$ cat src/rtl/signed_minmax_tracker.sv
// Frame-based signed min/max/count tracker with a valid/ready handshake on
// both sides and a compare of the final sample against the one before it.
module signed_minmax_tracker #(
  parameter int WIDTH = 4,
  parameter int CNTW  = 8
) (
  input  logic             clk,
  input  logic             rst_n,
  input  logic             clr,
  input  logic             in_valid,
  output logic             in_ready,
  input  logic [WIDTH-1:0] din,
  input  logic             in_last,
  output logic             out_valid,
  input  logic             out_ready,
  output logic [WIDTH-1:0] min_out,
  output logic [WIDTH-1:0] max_out,
  output logic [CNTW-1:0]  cnt_out,
  output logic             gt_out,
  output logic             eq_out,
  output logic             lt_out
);

  typedef enum logic [1:0] {
    EMPTY,
    ACCUM,
    HOLD
  } state_t;

  state_t state_q, state_d;

  logic signed [WIDTH-1:0] sdin;
  logic signed [WIDTH-1:0] min_q, max_q, prev_q;
  logic signed [WIDTH-1:0] min_d, max_d, ref_v;
  logic [CNTW-1:0]         cnt_q, cnt_d;
  logic                    accept, first, sat;

  assign sdin   = din;
  assign accept = in_valid && in_ready;
  assign first  = (state_q == EMPTY);
  assign sat    = (cnt_q == {CNTW{1'b1}});

  always_ff @(posedge clk) begin
    if (!rst_n)   state_q <= EMPTY;
    else if (clr) state_q <= EMPTY;
    else          state_q <= state_d;
  end

  always_comb begin
    state_d = state_q;
    unique case (state_q)
      EMPTY:
        if (accept) state_d = in_last ? HOLD : ACCUM;
      ACCUM:
        if (accept && in_last) state_d = HOLD;
      HOLD:
        if (out_ready) state_d = EMPTY;
      default:
        state_d = EMPTY;
    endcase
  end

  always_comb begin
    in_ready  = 1'b1;
    out_valid = 1'b0;
    unique case (state_q)
      HOLD: begin
        in_ready  = 1'b0;
        out_valid = 1'b1;
      end
      default: begin
        in_ready  = 1'b1;
        out_valid = 1'b0;
      end
    endcase
  end

  // The first sample of a frame seeds min/max and compares equal to itself.
  always_comb begin
    min_d = (first || sdin < min_q) ? sdin : min_q;
    max_d = (first || sdin > max_q) ? sdin : max_q;
    ref_v = first ? sdin : prev_q;
    if (first)    cnt_d = CNTW'(1);
    else if (sat) cnt_d = cnt_q;
    else          cnt_d = cnt_q + CNTW'(1);
  end

  always_ff @(posedge clk) begin
    if (!rst_n || clr) begin
      min_q  <= '0;
      max_q  <= '0;
      prev_q <= '0;
      cnt_q  <= '0;
    end else if (accept) begin
      min_q  <= min_d;
      max_q  <= max_d;
      prev_q <= sdin;
      cnt_q  <= cnt_d;
    end
  end

  always_ff @(posedge clk) begin
    if (!rst_n) begin
      min_out <= '0;
      max_out <= '0;
      cnt_out <= '0;
      gt_out  <= 1'b0;
      eq_out  <= 1'b0;
      lt_out  <= 1'b0;
    end else if (!clr && accept && in_last) begin
      min_out <= min_d;
      max_out <= max_d;
      cnt_out <= cnt_d;
      gt_out  <= (sdin > ref_v);
      eq_out  <= (sdin == ref_v);
      lt_out  <= (sdin < ref_v);
    end
  end

endmodule

$ cat config.mk
export PLATFORM = sky130hd
export DESIGN_NAME = signed_minmax_tracker
export DESIGN_NICKNAME = d
export VERILOG_FILES = /design/src/rtl/signed_minmax_tracker.sv
export SDC_FILE = /design/constraint.sdc
export NUM_CORES = 1
export LEC_CHECK = 0
export CORE_ASPECT_RATIO = 2
export CORE_UTILIZATION = 54
export CTS_BUF_LIST = sky130_fd_sc_hd__clkbuf_16
export DETAILED_ROUTE_END_ITERATION = 8
export PLACE_DENSITY = 0.79
export SLEW_MARGIN = 40
export SYNTH_ARGS = -nofsm -noshare
export SYNTH_HDL_FRONTEND = slang
export SYNTH_SLANG_ARGS = --single-unit
$ cat constraint.sdc
create_clock -name clk -period 2.7 [get_ports clk]
set_input_delay 0.54 -clock clk [delete_from_list [all_inputs] [get_ports clk]]
set_output_delay 0.54 -clock clk [all_outputs]
set_load 0.02 [all_outputs]
# Word level (Yosys, flattened, before mapping)
# Cells that the tools add are included.
# op_classes
n_addsub	1
order_cmp	4
n_eq_ne	7
mux	12
bitwise	1
n_reduce_logical	12
# op_table
cell	count
$mux W8	2
$mux W4	3
$add A8 B1 Y8 const B	1
$eq A8 B8 Y1 const B	1
$gt A4 B4 Y1	2
$lt A4 B4 Y1	2
$mux W2	4
$pmux W2 S3	1
$eq A4 B4 Y1	1
$logic_and A1 B1 Y1	4
$ne A2 B2 Y1 const B	2
$logic_or A1 B1 Y1	3
$reduce_and A3 Y1	1
$eq A2 B1 Y1 const B	1
$eq A2 B2 Y1 const B	1
$logic_not A1 Y1	2
$logic_not A2 Y1	1
$mux W1	2
$ne A2 B1 Y1 const B	1
$reduce_or A2 Y1	1
$not A1 Y1	1
# totals
register_bits	41
inputBits	10
out_inout_bits	21
word_cells	48

# Longest topological paths before layout
# Gate-level depths: netlist (run 1).
# logic_depth
word_depth	6
ltp_mapped	9

# Least setup slack after synthesis (run 1)
# Ideal clock, no wire load.
# synth_path
kind	flip-flop to flip-flop
from	register state_q[0]
to	register gt_out
setup_ns	0.115
t_arrival_ns	1.899
required_ns	2.585
path_slack_ns	0.686
path_stages_with_launch	10
n_path_buf	1
period_less_slack_ns	2.014
cell_sequence	dfxtp_1 or2_2 buf_2 mux2i_1 ha_1 a211oi_1 mux2i_1 nor2_1 o21ai_0 and2_1
# synth_between
elab_chain_cells	5
# synth_lines
element	line_no	rtl
start: declaration	30	state_t state_q, state_d;
start signal: assignment	46	else state_q <= state_d;
parallel branches: the longest is 5 deep, another holds $gt A4 B4 Y1	n/a	
end signal: assignment	114	gt_out <= (sdin > ref_v);
end: declaration	19	output logic gt_out,
# Several ways; the timed one is not identified.
# A chain may end at the register's enable or synchronous reset.

# Worst setup path after layout (run 1)
# layout_path
from	input din[1]
to	register min_q[1]
# layout_between
elab_chain_cells	3
# layout_lines
element	line_no	rtl
start: declaration	12	input logic [WIDTH-1:0] din,
$lt A4 B4 Y1	80	min_d = (first || sdin < min_q) ? sdin : min_q;
$logic_or A1 B1 Y1	80	
$mux W4 *	80	
end signal: assignment	95	min_q <= min_d;
end: declaration	33	logic signed [WIDTH-1:0] min_q, max_q, prev_q;
# Mark *: on every way between the ends. The rest lies on a longest branch, timed or not.

==> flow_summary.ini, run 1 <==
[detailed_routing]
postRouteAntennaNets = 0
wl_per_cell_um = 15.0
initialDrtViolationCount = 41
drt-total-wl_um = 5020
viasPerCell = 5.84
firstDrtPassIters = 4
drc_errors = 0
num_vias = 1950

[timing]
finalSetupViolCount = 0
clock_skew_ns = 0.00491
fmax_mhz = 438
finalCritPeriodShare = 0.845
slew_headroom = 0.588
tns_ns = 0
hold_viol_final = 0
min_period_ns = 2.28
tightestPinTransition_ns = 0.618
finalMaxSlewViolations = 0
rsz0062_at_grt = false

[logic_synthesis]
synth.top_cells.by_area = dfxtp_1 38%, nand2_1 8.5%, ha_1 7.0%
synth_top_flop_cell = dfxtp_1
synthesis.nets = 273
synth_edf_count = 0
avgSynthCellArea_um2 = 8.49
synth_top_area_frac = 0.385
ys_ff_latch = 41
synth_area_um2 = 2130
synth.yosys.seq_area_share = 0.385
syn_inst = 251
postSynth.asyncResetShare = 0
synth_top_area_cell = dfxtp_1
synth_cell_types = 46
yosys_warnings = 0

[placement]
place_hpwl_um = 3550
gp_congestion = 0.889
port_buffers = 30
place_area_um2 = 2480

[critical_path]
worstPathMaxFanout = 8
critical_path_class = in -> reg
worst_setup_path_end_kind = flip-flop
critPathRequiredTime_ns = 2.91
startpoint_type = input pin
arrival_ns = 2.49

[floorplanning]
core_um2 = 3800
pin_count = 31
num_rows = 32
fp.dieArea_um2 = 4220
start_util = 0.561
die_y_um = 90.9
die_width_um = 46.4

[layout]
syn_to_final_growth_pct = 25.2
final_area_um2 = 2670
diodes = 0
nNetsFinal = 304
layout-drive-gt1-share = 0.0954
fin_util = 0.702

[clock_network]
clk_pin_slew_ns = 0.06
cts-root-buf = clkbuf_16
post_cts_buffers = 0
clock_latency_ns = 0.29
cts.sinks = 41
cts_buffer_depth = 2
cts_inserted_buffers = 5
holdBufCountCts = 0
htree_levels = 2
cts_tree = built
cts_resized = 0

[power]
power.density_nw_per_um2 = 597
p_leak_uw = 0.000953
irDropWorstVdd_mv = 0.489

[grt]
grt-ovfl-total = 0
grt_pass1_vias = 1910
grt_usage = 0.278
grt_pass1_wl_um = 8560
grt_antenna_before_repair = 0
grt_max_degree = 27

[worst_hold_path]
hold_class = reg -> reg

[job]
maxCapViolations = 0

[status]
outcome = finished, final reports clean
==> metrics by stage <==
stage          power, uW  cells  hold WS (ns)  setup slack, ns
2_1_floorplan        765    251         0.435            0.686
3_3_place_gp         830    326         0.442            0.186
3_5_place_dp         835    326         0.457            0.152
4_1_cts             1610    334         0.464            0.412
5_1_grt             1650    334         0.483            0.289
6_report            1590    334         0.461            0.419
==> layout by cell type, fill, tap and decap left out, types with 2 or more instances in the layout <==
master,synthesis,final
a211oi_1,5,5
a21boi_0,5,5
a21oi_1,11,11
a311oi_1,6,6
a31oi_1,4,4
a31oi_2,2,2
and2_1,3,3
buf_4,0,8
bufinv_16,0,2
clkbuf_16,0,5
clkdlybuf4s50_1,0,30
dfxtp_1,41,41
ha_1,12,12
inv_1,8,8
mux2i_1,15,15
nand2_1,48,48
nand2b_1,2,2
nand3_1,8,8
nand4_1,4,4
nor2_1,8,8
nor3_1,7,7
o211ai_1,3,3
o21ai_0,23,23
==> per-layer routing <==
layer	global-route usage	wire length (um)
met3	0.0500	151
met5	0	0
met4	0.184	218
met2	0.444	2580
met1	0.310	2070
==> power by group <==
group	switching [uW]	total [uW]	internal, uW
clock network	243	771	528
registers	11.8	634	622
logic	108	190	81.5
total	363	1590	1230
==> flip-flops by register name (all words and copies together) (netlist names), 2 cells and up <==
signal,cells
prev_q,4
max_out,4
max_q,4
state_q,2
cnt_q,8
cnt_out,8
min_out,4
min_q,4
==> cell usage after synthesis, types with 5 or more instances <==
library cell	instances
nand2_1	48
mux2i_1	15
nand3_1	8
nor2_1	8
a311oi_1	6
a21boi_0	5
clkbuf_1	7
nor3_1	7
ha_1	12
inv_1	8
o21ai_0	23
a211oi_1	5
dfxtp_1	41
a21oi_1	11
==> layout make-up <==
| cell class | count | area (um^2) |
|---|---|---|
| fillers | 295 | 1130 |
| inverters | 9 | 36.3 |
| well taps | 51 | 63.8 |
| flip-flops and latches | 41 | 821 |
| repair buffers | 38 | 360 |
| clock buffers | 5 | 125 |
| multi-input cells | 187 | 1200 |
| clock inverters | 3 | 65.1 |
==> logic make-up (layout without fill, tap and decap cells) <==
| kind of cell | Yosys count | after routing | synth area share |
|---|---|---|---|
| mux | 16 | 16 | 0.0757 |
| buf+inv | 23 | 55 | 0.0534 |
| compound gates | 64 | 64 | 0.192 |
| flops | 41 | 41 | 0.385 |
| fa+ha+maj | 12 | 12 | 0.0704 |
| simple gates | 93 | 93 | 0.215 |
| xor+xnor | 2 | 2 | 0.00822 |
==> critical path: stages <==
cell             delay, ns
clkdlybuf4s50_1       0.48
ha_1                  0.24
or3b_2                0.43
o211ai_1              0.12
a31oi_2               0.24
nor2_4                0.22
mux2i_1               0.22
==> worst paths after layout <==
check	startpoint	endpoint	slack (ns)	depth (start not counted)
worst max-delay path	din[1]	min_q[1]$_SDFFE_PP0N_	0.42	7
worst min-delay path	max_q[2]$_SDFFE_PP0N_	max_q[2]$_SDFFE_PP0N_	0.46	2
worst max register to register	state_q[0]$_SDFFE_PP0P_	gt_out$_SDFFE_PN0P_	0.53	8
worst min register to register	max_q[2]$_SDFFE_PP0N_	max_q[2]$_SDFFE_PP0N_	0.46	2
No activity file was read; power rests on OpenSTA's default activity.
==> inputs of run 2 (changes only) <==
clock period = 2.35 ns   (was 2.7 ns; I/O delays follow)
==> run 2 against run 1 <==
- via count is 0.97% lower
- critical endpoint is now min_q[2]$_SDFFE_PP0N_
- non-clock buffer count is 6 higher
- critical path depth stayed put
- clock-buffer cell count stayed put
- first-iteration DRC count is 24% lower
- worst setup slack worse by 0.21 ns
- clock skew is 0.0025 ns lower
- global-route usage is 2.1 points lower
- cell area is 0.38% higher
==> flow_summary.ini, run 2 (synthesis gave the netlist of run 1 again) <==
[detailed_routing]
viasPerCell = 5.68
highest_layer = met4
wl_met3_um = 176
postRouteAntennaNets = 0
drt-met1-wl_um = 2000
drt-total-wl_um = 4700
met2_length_um = 2370
drc_errors = 0
wl_per_cell_um = 13.8
initialDrtViolationCount = 31
firstDrtPassIters = 4
num_vias = 1931

[clock_network]
clock_latency_ns = 0.28
cts_buffer_depth = 2
cts_inserted_buffers = 5
cts.sinks = 41
post_cts_buffers = 0
cts-root-buf = clkbuf_16
holdBufCountCts = 0
cts_tree = built
cts_resized = 0
clk_pin_slew_ns = 0.06
htree_levels = 2

[layout]
nNetsFinal = 310
layout_commonest_cell = nand2_1
reg_top3 = cnt_out: 8 flops, cnt_q: 8 flops
final_cell_mix = 48 x nand2_1, 41 x dfxtp_1, 30 x clkdlybuf4s50_1
layout-drive-gt1-share = 0.114
diodes = 0
syn_to_final_growth_pct = 25.6

[timing]
clock_skew_ns = 0.00245
setup_ws_ns = 0.205
hold_viol_final = 0
fin_hold_ws_ns = 0.457
finalMaxSlewViolations = 0
finalSetupViolCount = 0
slew_headroom = 0.602
finalCritPeriodShare = 0.913
min_period_ns = 2.15
fmax_mhz = 466
tightestPinTransition_ns = 0.598
rsz0062_at_grt = false

[critical_path]
critical_path_class = in -> reg
critPathRequiredTime_ns = 2.56
worst_setup_path_end_kind = flip-flop
worstPathMaxFanout = 8
arrival_ns = 2.36
startpoint_type = input pin

[grt]
grt_pass1_wl_um = 8110
grt-ovfl-total = 0
grt_usage = 0.256
grt_max_degree = 27
grt_pass1_vias = 1911
grt_antenna_before_repair = 0

[floorplanning]
fp.dieArea_um2 = 4220
die_width_um = 46.4
die_y_um = 90.9
core_um2 = 3800
num_rows = 32
pin_count = 31
start_util = 0.561

[placement]
place_hpwl_um = 3510
gp_congestion = 0.890
port_buffers = 30
dp_slack_ns = -0.0852

[power]
irDropWorstVdd_mv = 0.665
p_leak_uw = 0.000962
power.density_nw_per_um2 = 603

[status]
outcome = finished, final reports clean

[worst_hold_path]
hold_class = reg -> reg

[job]
maxCapViolations = 0
run 2: path summary, 6_finish.rpt:
check,to,depth (start not counted),slack [ns],from
min,prev_q[2]$_SDFFE_PP0N_,2,0.46,prev_q[2]$_SDFFE_PP0N_
min reg2reg,prev_q[2]$_SDFFE_PP0N_,2,0.46,prev_q[2]$_SDFFE_PP0N_
max,min_q[2]$_SDFFE_PP0N_,7,0.20,din[1]
max reg2reg,gt_out$_SDFFE_PN0P_,9,0.32,state_q[0]$_SDFFE_PP0P_
run 2: metal layers:
| layer | track usage | vias to the layer above |
|---|---|---|
| met5 | 0 | - |
| met4 | 0.115 | 0 |
| met3 | 0.0580 | 16 |
| met2 | 0.422 | 50 |
| met1 | 0.294 | 889 |
| li1 | - | 976 |
run 2: per-stage QoR:
step	total power, uW	instance area, um^2	utilization	TNS, ns	cells
floorplan	879	2130	-	0	251
global placement	961	2540	0.667	-0.173	332
detailed placement	967	2540	0.667	-0.459	332
CTS	1630	2680	0.704	0	340
global route	1690	2680	0.704	0	340
finish	1610	2680	0.704	0	340
run 2: cell type report:
| class | count | area (um^2) |
|---|---|---|
| multi-input cells | 187 | 1200 |
| fillers | 321 | 1120 |
| flip-flops and latches | 41 | 821 |
| repair buffers | 44 | 418 |
| clock buffers | 5 | 125 |
| well taps | 51 | 63.8 |
| inverters | 9 | 36.3 |
| clock inverters | 3 | 17.5 |
run 2: critical path: stages:
cell and delay, ns:
clkdlybuf4s50_1 0.46, ha_1 0.23, or3b_2 0.44, o211ai_1 0.12, a31oi_2 0.23, nor2_4 0.21
mux2i_1 0.20
run 2: report_power, final:
part	leakage [uW]	internal [uW]	total, uW	switching [uW]
Combinational	0.000560	101	225	124
Sequential	0.000333	715	727	12.3
Clock	0.0000696	389	662	273
